**config.mk**
```make
export PLATFORM = sky130hd
export DESIGN_NAME = pipeline_control_unit
export DESIGN_NICKNAME = d
export VERILOG_FILES = /design/src/rtl/pipeline_control_unit.sv
export SDC_FILE = /design/constraint.sdc
export NUM_CORES = 1
export LEC_CHECK = 0
export CAP_MARGIN = 20
export CORE_MARGIN = 10
export CORE_UTILIZATION = 27
export DETAILED_ROUTE_END_ITERATION = 6
export HOLD_SLACK_MARGIN = 0.02
export MAX_ROUTING_LAYER = met4
export PLACE_DENSITY = 0.63
export SETUP_SLACK_MARGIN = 0.2
export SYNTH_ARGS = -nofsm -noshare
export SYNTH_HDL_FRONTEND = slang
export SYNTH_SLANG_ARGS = --single-unit
```
**constraint.sdc**
```tcl
create_clock -name clk -period 2.28 [get_ports clk]
set_input_delay 0.456 -clock clk [delete_from_list [all_inputs] [get_ports clk]]
set_output_delay 0.456 -clock clk [all_outputs]
set_load 0.03 [all_outputs]
```
**src/rtl/pipeline_control_unit.sv**
```systemverilog
// Pipeline control: per-stage enables, bubble/flush strobes, registered EX forwarding selects,
// MULT/DIV wait and halt states. Define PIPE_CTRL_PERF_EN to add stall/flush performance counters.

module pipeline_control_unit #(
  parameter int unsigned MULDIV_CYCLES = 4,
  parameter int unsigned CNT_W         = 16
) (
  input  logic             clk,
  input  logic             rst_n,
  input  logic [10:0]      haz,
  input  logic             haz_stall,
  input  logic             branch_taken,
  input  logic             muldiv_start,
  input  logic             halt,
  output logic             pc_we,
  output logic             if_id_we,
  output logic             id_ex_we,
  output logic             id_ex_bubble,
  output logic             if_id_flush,
  output logic [1:0]       fwd_a,
  output logic [1:0]       fwd_b,
  output logic [1:0]       fwd_br,
`ifdef PIPE_CTRL_PERF_EN
  output logic             busy,
  output logic [CNT_W-1:0] stall_cnt,
  output logic [CNT_W-1:0] flush_cnt
`else
  output logic             busy
`endif
);

  localparam int unsigned WaitW    = (MULDIV_CYCLES > 0) ? $clog2(MULDIV_CYCLES + 1) : 1;
  localparam int unsigned WaitLoad = (MULDIV_CYCLES > 0) ? MULDIV_CYCLES - 1 : 0;

  typedef enum logic [1:0] {
    StRun        = 2'd0,
    StMuldivWait = 2'd1,
    StHalted     = 2'd2
  } state_e;

  state_e           state_q, state_d;
  logic [WaitW-1:0] wait_cnt_q, wait_cnt_d;
  logic             halt_pend_q, halt_pend_d;

  logic pc_we_c, if_id_we_c, id_ex_we_c, bubble_c, flush_c, busy_c;
  logic [1:0] fwd_a_sel, fwd_b_sel, fwd_br_sel;

  always_comb begin
    state_d     = state_q;
    wait_cnt_d  = wait_cnt_q;
    halt_pend_d = halt_pend_q;
    pc_we_c     = 1'b0;
    if_id_we_c  = 1'b0;
    id_ex_we_c  = 1'b0;
    bubble_c    = 1'b0;
    flush_c     = 1'b0;
    busy_c      = 1'b0;

    case (state_q)
      StRun: begin
        if (halt) begin
          // Halt itself moves into EX; everything younger is squashed.
          id_ex_we_c = 1'b1;
          flush_c    = 1'b1;
          state_d    = StHalted;
        end else if (branch_taken) begin
          pc_we_c    = 1'b1;
          if_id_we_c = 1'b1;
          id_ex_we_c = 1'b1;
          bubble_c   = 1'b1;
          flush_c    = 1'b1;
        end else if (muldiv_start) begin
          pc_we_c    = 1'b1;
          if_id_we_c = 1'b1;
          id_ex_we_c = 1'b1;
          if (MULDIV_CYCLES > 0) begin
            wait_cnt_d = WaitW'(WaitLoad);
            state_d    = StMuldivWait;
          end
        end else if (haz_stall) begin
          id_ex_we_c = 1'b1;
          bubble_c   = 1'b1;
        end else begin
          pc_we_c    = 1'b1;
          if_id_we_c = 1'b1;
          id_ex_we_c = 1'b1;
        end
      end

      StMuldivWait: begin
        busy_c      = 1'b1;
        halt_pend_d = halt_pend_q | halt;
        if (wait_cnt_q == '0) begin
          halt_pend_d = 1'b0;
          if (halt_pend_q | halt) begin
            flush_c = 1'b1;
            state_d = StHalted;
          end else begin
            state_d = StRun;
          end
        end else begin
          wait_cnt_d = wait_cnt_q - WaitW'(1);
        end
      end

      StHalted: begin
        busy_c = 1'b1;
      end

      default: begin
        state_d = StRun;
      end
    endcase
  end

  always_ff @(posedge clk or negedge rst_n) begin
    if (!rst_n) begin
      state_q     <= StRun;
      wait_cnt_q  <= '0;
      halt_pend_q <= 1'b0;
    end else begin
      state_q     <= state_d;
      wait_cnt_q  <= wait_cnt_d;
      halt_pend_q <= halt_pend_d;
    end
  end

  // Strobes are forced to their safe values for as long as reset is held.
  assign pc_we        = rst_n & pc_we_c;
  assign if_id_we     = rst_n & if_id_we_c;
  assign id_ex_we     = rst_n & id_ex_we_c;
  assign id_ex_bubble = ~rst_n | bubble_c;
  assign if_id_flush  = ~rst_n | flush_c;
  assign busy         = rst_n & busy_c;

  // Nearer stage (EX/MEM, 01) takes precedence over MEM/WB (10).
  assign fwd_a_sel  = haz[1] ? 2'b01 : (haz[0] ? 2'b10 : 2'b00);
  assign fwd_b_sel  = (haz[2] | haz[8] | haz[10]) ? 2'b01 : ((haz[3] | haz[9]) ? 2'b10 : 2'b00);
  assign fwd_br_sel = (haz[4] | haz[6]) ? 2'b01 : ((haz[5] | haz[7]) ? 2'b10 : 2'b00);

  always_ff @(posedge clk or negedge rst_n) begin
    if (!rst_n) begin
      fwd_a  <= 2'b00;
      fwd_b  <= 2'b00;
      fwd_br <= 2'b00;
    end else if (id_ex_we_c) begin
      if (bubble_c) begin
        fwd_a  <= 2'b00;
        fwd_b  <= 2'b00;
        fwd_br <= 2'b00;
      end else begin
        fwd_a  <= fwd_a_sel;
        fwd_b  <= fwd_b_sel;
        fwd_br <= fwd_br_sel;
      end
    end
  end

`ifdef PIPE_CTRL_PERF_EN
  logic stall_inc, flush_inc;

  assign stall_inc = ~pc_we_c & (state_q != StHalted);
  assign flush_inc = flush_c & (state_q == StRun);

  always_ff @(posedge clk or negedge rst_n) begin
    if (!rst_n) begin
      stall_cnt <= '0;
      flush_cnt <= '0;
    end else begin
      if (stall_inc && (stall_cnt != '1)) stall_cnt <= stall_cnt + CNT_W'(1);
      if (flush_inc && (flush_cnt != '1)) flush_cnt <= flush_cnt + CNT_W'(1);
    end
  end
`endif

endmodule

```
# Yosys cells after proc, flatten, opt, wreduce, memory -nomap -nowiden

Cells that the tools add are included.

Logic and storage cells: 73
Bits of input ports: 17
Bits in registers: 12

Bitwise logic cells: 13
Eq/ne operators: 9
Add/subtract/negate cells: 1
Reduce and logical (&&, ||, !) cells: 6
Mux-type cells: 38

Operators with widths:

| cell                | count |
|---|---|
| $mux 2              | 14 |
| $mux 1              | 17 |
| $mux 3              | 4 |
| $ne 2x2->1 const B  | 5 |
| $or 1x1->1          | 8 |
| $ne 3x3->1 const B  | 2 |
| $pmux 2 s3          | 1 |
| $pmux 3 s2          | 1 |
| $reduce_and 5->1    | 1 |
| $reduce_and 4->1    | 1 |
| $and 1x1->1         | 3 |
| $logic_not 3->1     | 1 |
| $sub 3x1->3 const B | 1 |
| $eq 2x1->1 const B  | 1 |
| $eq 2x2->1 const B  | 1 |
| $logic_not 2->1     | 1 |
| $not 1->1           | 2 |
| $pmux 1 s2          | 1 |
| $reduce_bool 2->1   | 1 |
| $reduce_or 2->1     | 1 |

# Logic depth before layout (Yosys ltp)

Depth after elaboration: 6
Gate-level depth with buffers: 7
Depth with buffers taken out: 6

# Least setup slack after synthesis

No wires, ideal clock.

Path type: flip-flop to output port
Start point: reg state_q[1]
End point: out id_ex_bubble
Path slack: 445 ps
Required time: 1824 ps
Path buffers: 0
Arrival: 1379 ps
Stages on the path, launching flop included: 6
Path through: dfrtp_1 inv_1 ha_1 nand2b_1 a21oi_1 nand2b_1

Cells in the longest elaborated chain, start to end: 3

Ends and longest elaborated chain:

| what                     | line | RTL |
|---|---|---|
| start: declaration       | 41   | `state_e state_q, state_d;` |
| start signal: assignment | 118  | `state_q <= StRun;` |
| start signal: assignment | 122  | `state_q <= state_d;` |
| $logic_not 2->1          | 59   | `case (state_q)` |
| $mux 1                   | 59   |  |
| $or 1x1->1               | 132  | `assign id_ex_bubble = ~rst_n \| bubble_c;` |
| end: declaration         | 18   | `output logic id_ex_bubble,` |

Every way passes these cells.

# Final worst setup path

Start point: in halt
End point: out pc_we

Cells in the longest elaborated chain, start to end: 3

Ends and longest elaborated chain:

| what               | line | RTL |
|---|---|---|
| start: declaration | 14   | `input logic halt,` |
| $mux 1             | 61   | `if (halt) begin` |
| $mux 1             | 59   |  |
| $and 1x1->1        | 129  | `assign pc_we = rst_n & pc_we_c;` |
| end: declaration   | 15   | `output logic pc_we,` |

Every way passes these cells.

==> qor.yml <==
outcome:
  status: "completed"
die:
  coreArea_mm2: 0.00276
  die_y_um: 73.7
  initial_core_util_pct: 28.2
  rows: 19
  fp.dieW_um: 73.7
  io_pins: 29
  die_area_mm2: 0.00543
critical_path:
  rr_endpoint: "state_q[1]"
  r2r_start: "wait_cnt_q[0]"
  cp_cell_sequence: "clkdlybuf4s50_1 > and2b_1 > o211a_1 > buf_4"
  crit_cells: 4
  cpMaxStageDelayCell: "clkdlybuf4s50_1"
  reg2reg_depth: 6
  path_buf_inv: 2
  end_kind: "primary output"
  cp_slowest_stage_delay_ns: 0.56
  setup.worst_path.class: "primary input to primary output"
  cp_max_fo: 7
  critPathLaunchType: "primary input"
  rrSetupSlack_ns: 0.55
  cp_data_required_time_ns: 1.82
  cp.arrival_ns: 1.56
  cp_top_family: "buffers and inverters"
finish:
  n_antenna_cell: 0
  final_cells: 148
  fillers: 289
  ff_latch_area_um2: 300
  drive_gt1_share_pct: 20.5
  finalNetCount: 140
  multi_input_area_um2: 445
  area_growth_pct: 50.5
sta:
  report.final.slew_viol_count: 0
  finalHoldViolCount: 0
  setup_violations: 0
  relSlewSlack_pct: 72.9
  worst_pin_slew_ns: 0.406
  rsz0062_at_grt: "yes"
  hold_slack_ns: 0.0678
  max_freq_mhz: 496
  finClkSkew_ns: 0.000241
  fin_crit_sh_pct: 88.4
  period_needed_ns: 2.01
  tns_ns: 0
clock_network:
  cts_buffers: 3
  htree_num_levels: 1
  clkTransAtPathRegs_ns: 0.08
  holdBufCountCts: 0
  cts_tree: "built"
  cts_buffer_depth: 2
  cts-root-buf: "clkbuf_4"
  insertion_delay_ns: 0.29
  cts_sinks: 12
synth:
  syn_inst: 86
  syn-num-nets: 108
  avgSynthCellArea_um2: 9.05
  synth_flop_cell: "dfrtp_1"
  synth-warning-count: 0
  ys_ff_latch: 12
  seq_area_frac_synth_pct: 38.6
  async_flop_share_pct: 100
  syn_area_um2: 778
  synth_edf_count: 0
  synth.distinct_cells: 34
pwr:
  ir_worst_vdd_uv: 560
  power_leakage_nw: 0.513
  power.density_mw_per_mm2: 1130
global_routing:
  grt_max_degree: 17
  grt.overflow.total: 0
  antenna_found_initial: 0
  grt_pass1_wl_um: 3630
  grt_usage_pct: 8.64
  first_global_vias: 815
routing:
  ant_nets: 0
  wire_per_inst_um: 14.4
  dr.first_iter.drc_count: 17
  via_count: 772
  vias_per_cell: 5.22
  dr.pass1.iters: 4
  drc: 0
  drt-total-wl_um: 2130
place:
  portBuffers: 28
  gp_congestion: 0.873
  dpl.hpwl_um: 1700
  post-place-cells: 143
run:
  max_cap_violations: 0
hold_path:
  min_path_type: "primary input to asynchronous set/reset pin"
-- cells by family after synthesis --
| group | synth area share [%] |
|---|---|
| multiplexers | 1.29 |
| AND/OR/NAND/NOR | 20.9 |
| buffers and inverters | 9.16 |
| adder cells (fa/ha/maj) | 8.04 |
| AO/OA/AOI/OAI | 22.0 |
| flip-flops | 38.6 |
-- worst max path at each step --
stage,end,from
global placement,id_ex_bubble,halt
finish,pc_we,halt
CTS,id_ex_bubble,state_q[1]
floorplan,id_ex_bubble,state_q[1]
global route,id_ex_bubble,halt
detailed placement,id_ex_bubble,halt
-- cell type report --
cell class / count / share of cell area (%)
inverters: 10 / 3.21
clock buffers: 4 / 3.10
flip-flops and latches: 12 / 25.6
well taps: 31 / 3.31
multi-input cells: 58 / 38.0
repair buffers: 33 / 26.7
-- power by group --
group	total (mW)	switching, mW	internal [mW]
clock network	0.180	0.0829	0.0974
registers	0.355	0.0583	0.297
logic	0.783	0.437	0.346
-- registers in the layout, summed over array words and instances (netlist names) --
| register | count |
|---|---|
| halt_pend_q | 1 |
| wait_cnt_q | 3 |
| fwd_a | 2 |
| fwd_br | 2 |
| fwd_b | 2 |
| state_q | 2 |
-- layout by cell type (no fill, tap or decap), types with 3 or more instances in the layout --
| cell | n |
|---|---|
| a211oi_1 | 4 |
| a21oi_1 | 3 |
| buf_4 | 9 |
| clkbuf_4 | 3 |
| clkdlybuf4s50_1 | 21 |
| dfrtp_1 | 12 |
| inv_1 | 8 |
| nand2b_1 | 4 |
| nor2_1 | 6 |
-- metrics by stage --
step	utilization [%]	cell area [um^2]	power (mW)	worst slack, ns
2_1_floorplan	-	778	0.812	0.445
3_3_place_gp	39.1	1080	1.06	0.206
3_5_place_dp	39.1	1080	1.07	0.203
4_1_cts	40.6	1120	1.26	0.176
5_1_grt	42.5	1170	1.42	0.179
6_report	42.5	1170	1.32	0.265
-- layer usage --
| layer | GRT usage, % | up-vias | routed length (um) |
|---|---|---|---|
| met3 | 4.17 | 3 | 178 |
| met5 | - | - | 0 |
| li1 | - | 367 | - |
| met2 | 13.0 | 26 | 995 |
| met1 | 9.51 | 376 | 920 |
| met4 | 3.73 | 0 | 32 |
-- what timing repair did --
action                     4_1_cts  5_1_grt
setup endpoints to repair        5        5
buffers inserted                 0        1
resized for setup                2       10
-- cells in the mapped netlist (all sizes together), types with 2 or more instances --
| master | instances | area share, % |
|---|---|---|
| nand2b | 5 | 4.0 |
| a21oi | 4 | 2.6 |
| o211a | 2 | 2.6 |
| a211oi | 4 | 3.9 |
| o22ai | 2 | 1.6 |
| and2b | 2 | 2.1 |
| o211ai | 2 | 1.9 |
| nor3 | 2 | 1.3 |
| o21ai | 2 | 1.3 |
| a31oi | 2 | 1.6 |
| nand2 | 2 | 0.96 |
| ha | 5 | 8.0 |
| nand3 | 2 | 1.3 |
| inv | 10 | 4.8 |
| dfrtp | 12 | 39 |
| buf | 5 | 3.9 |
| nor2 | 6 | 2.9 |
| and2 | 2 | 1.6 |
| a221oi | 2 | 2.3 |
| or3b | 2 | 2.3 |
Note: power is estimated with default switching activity, not from simulation.
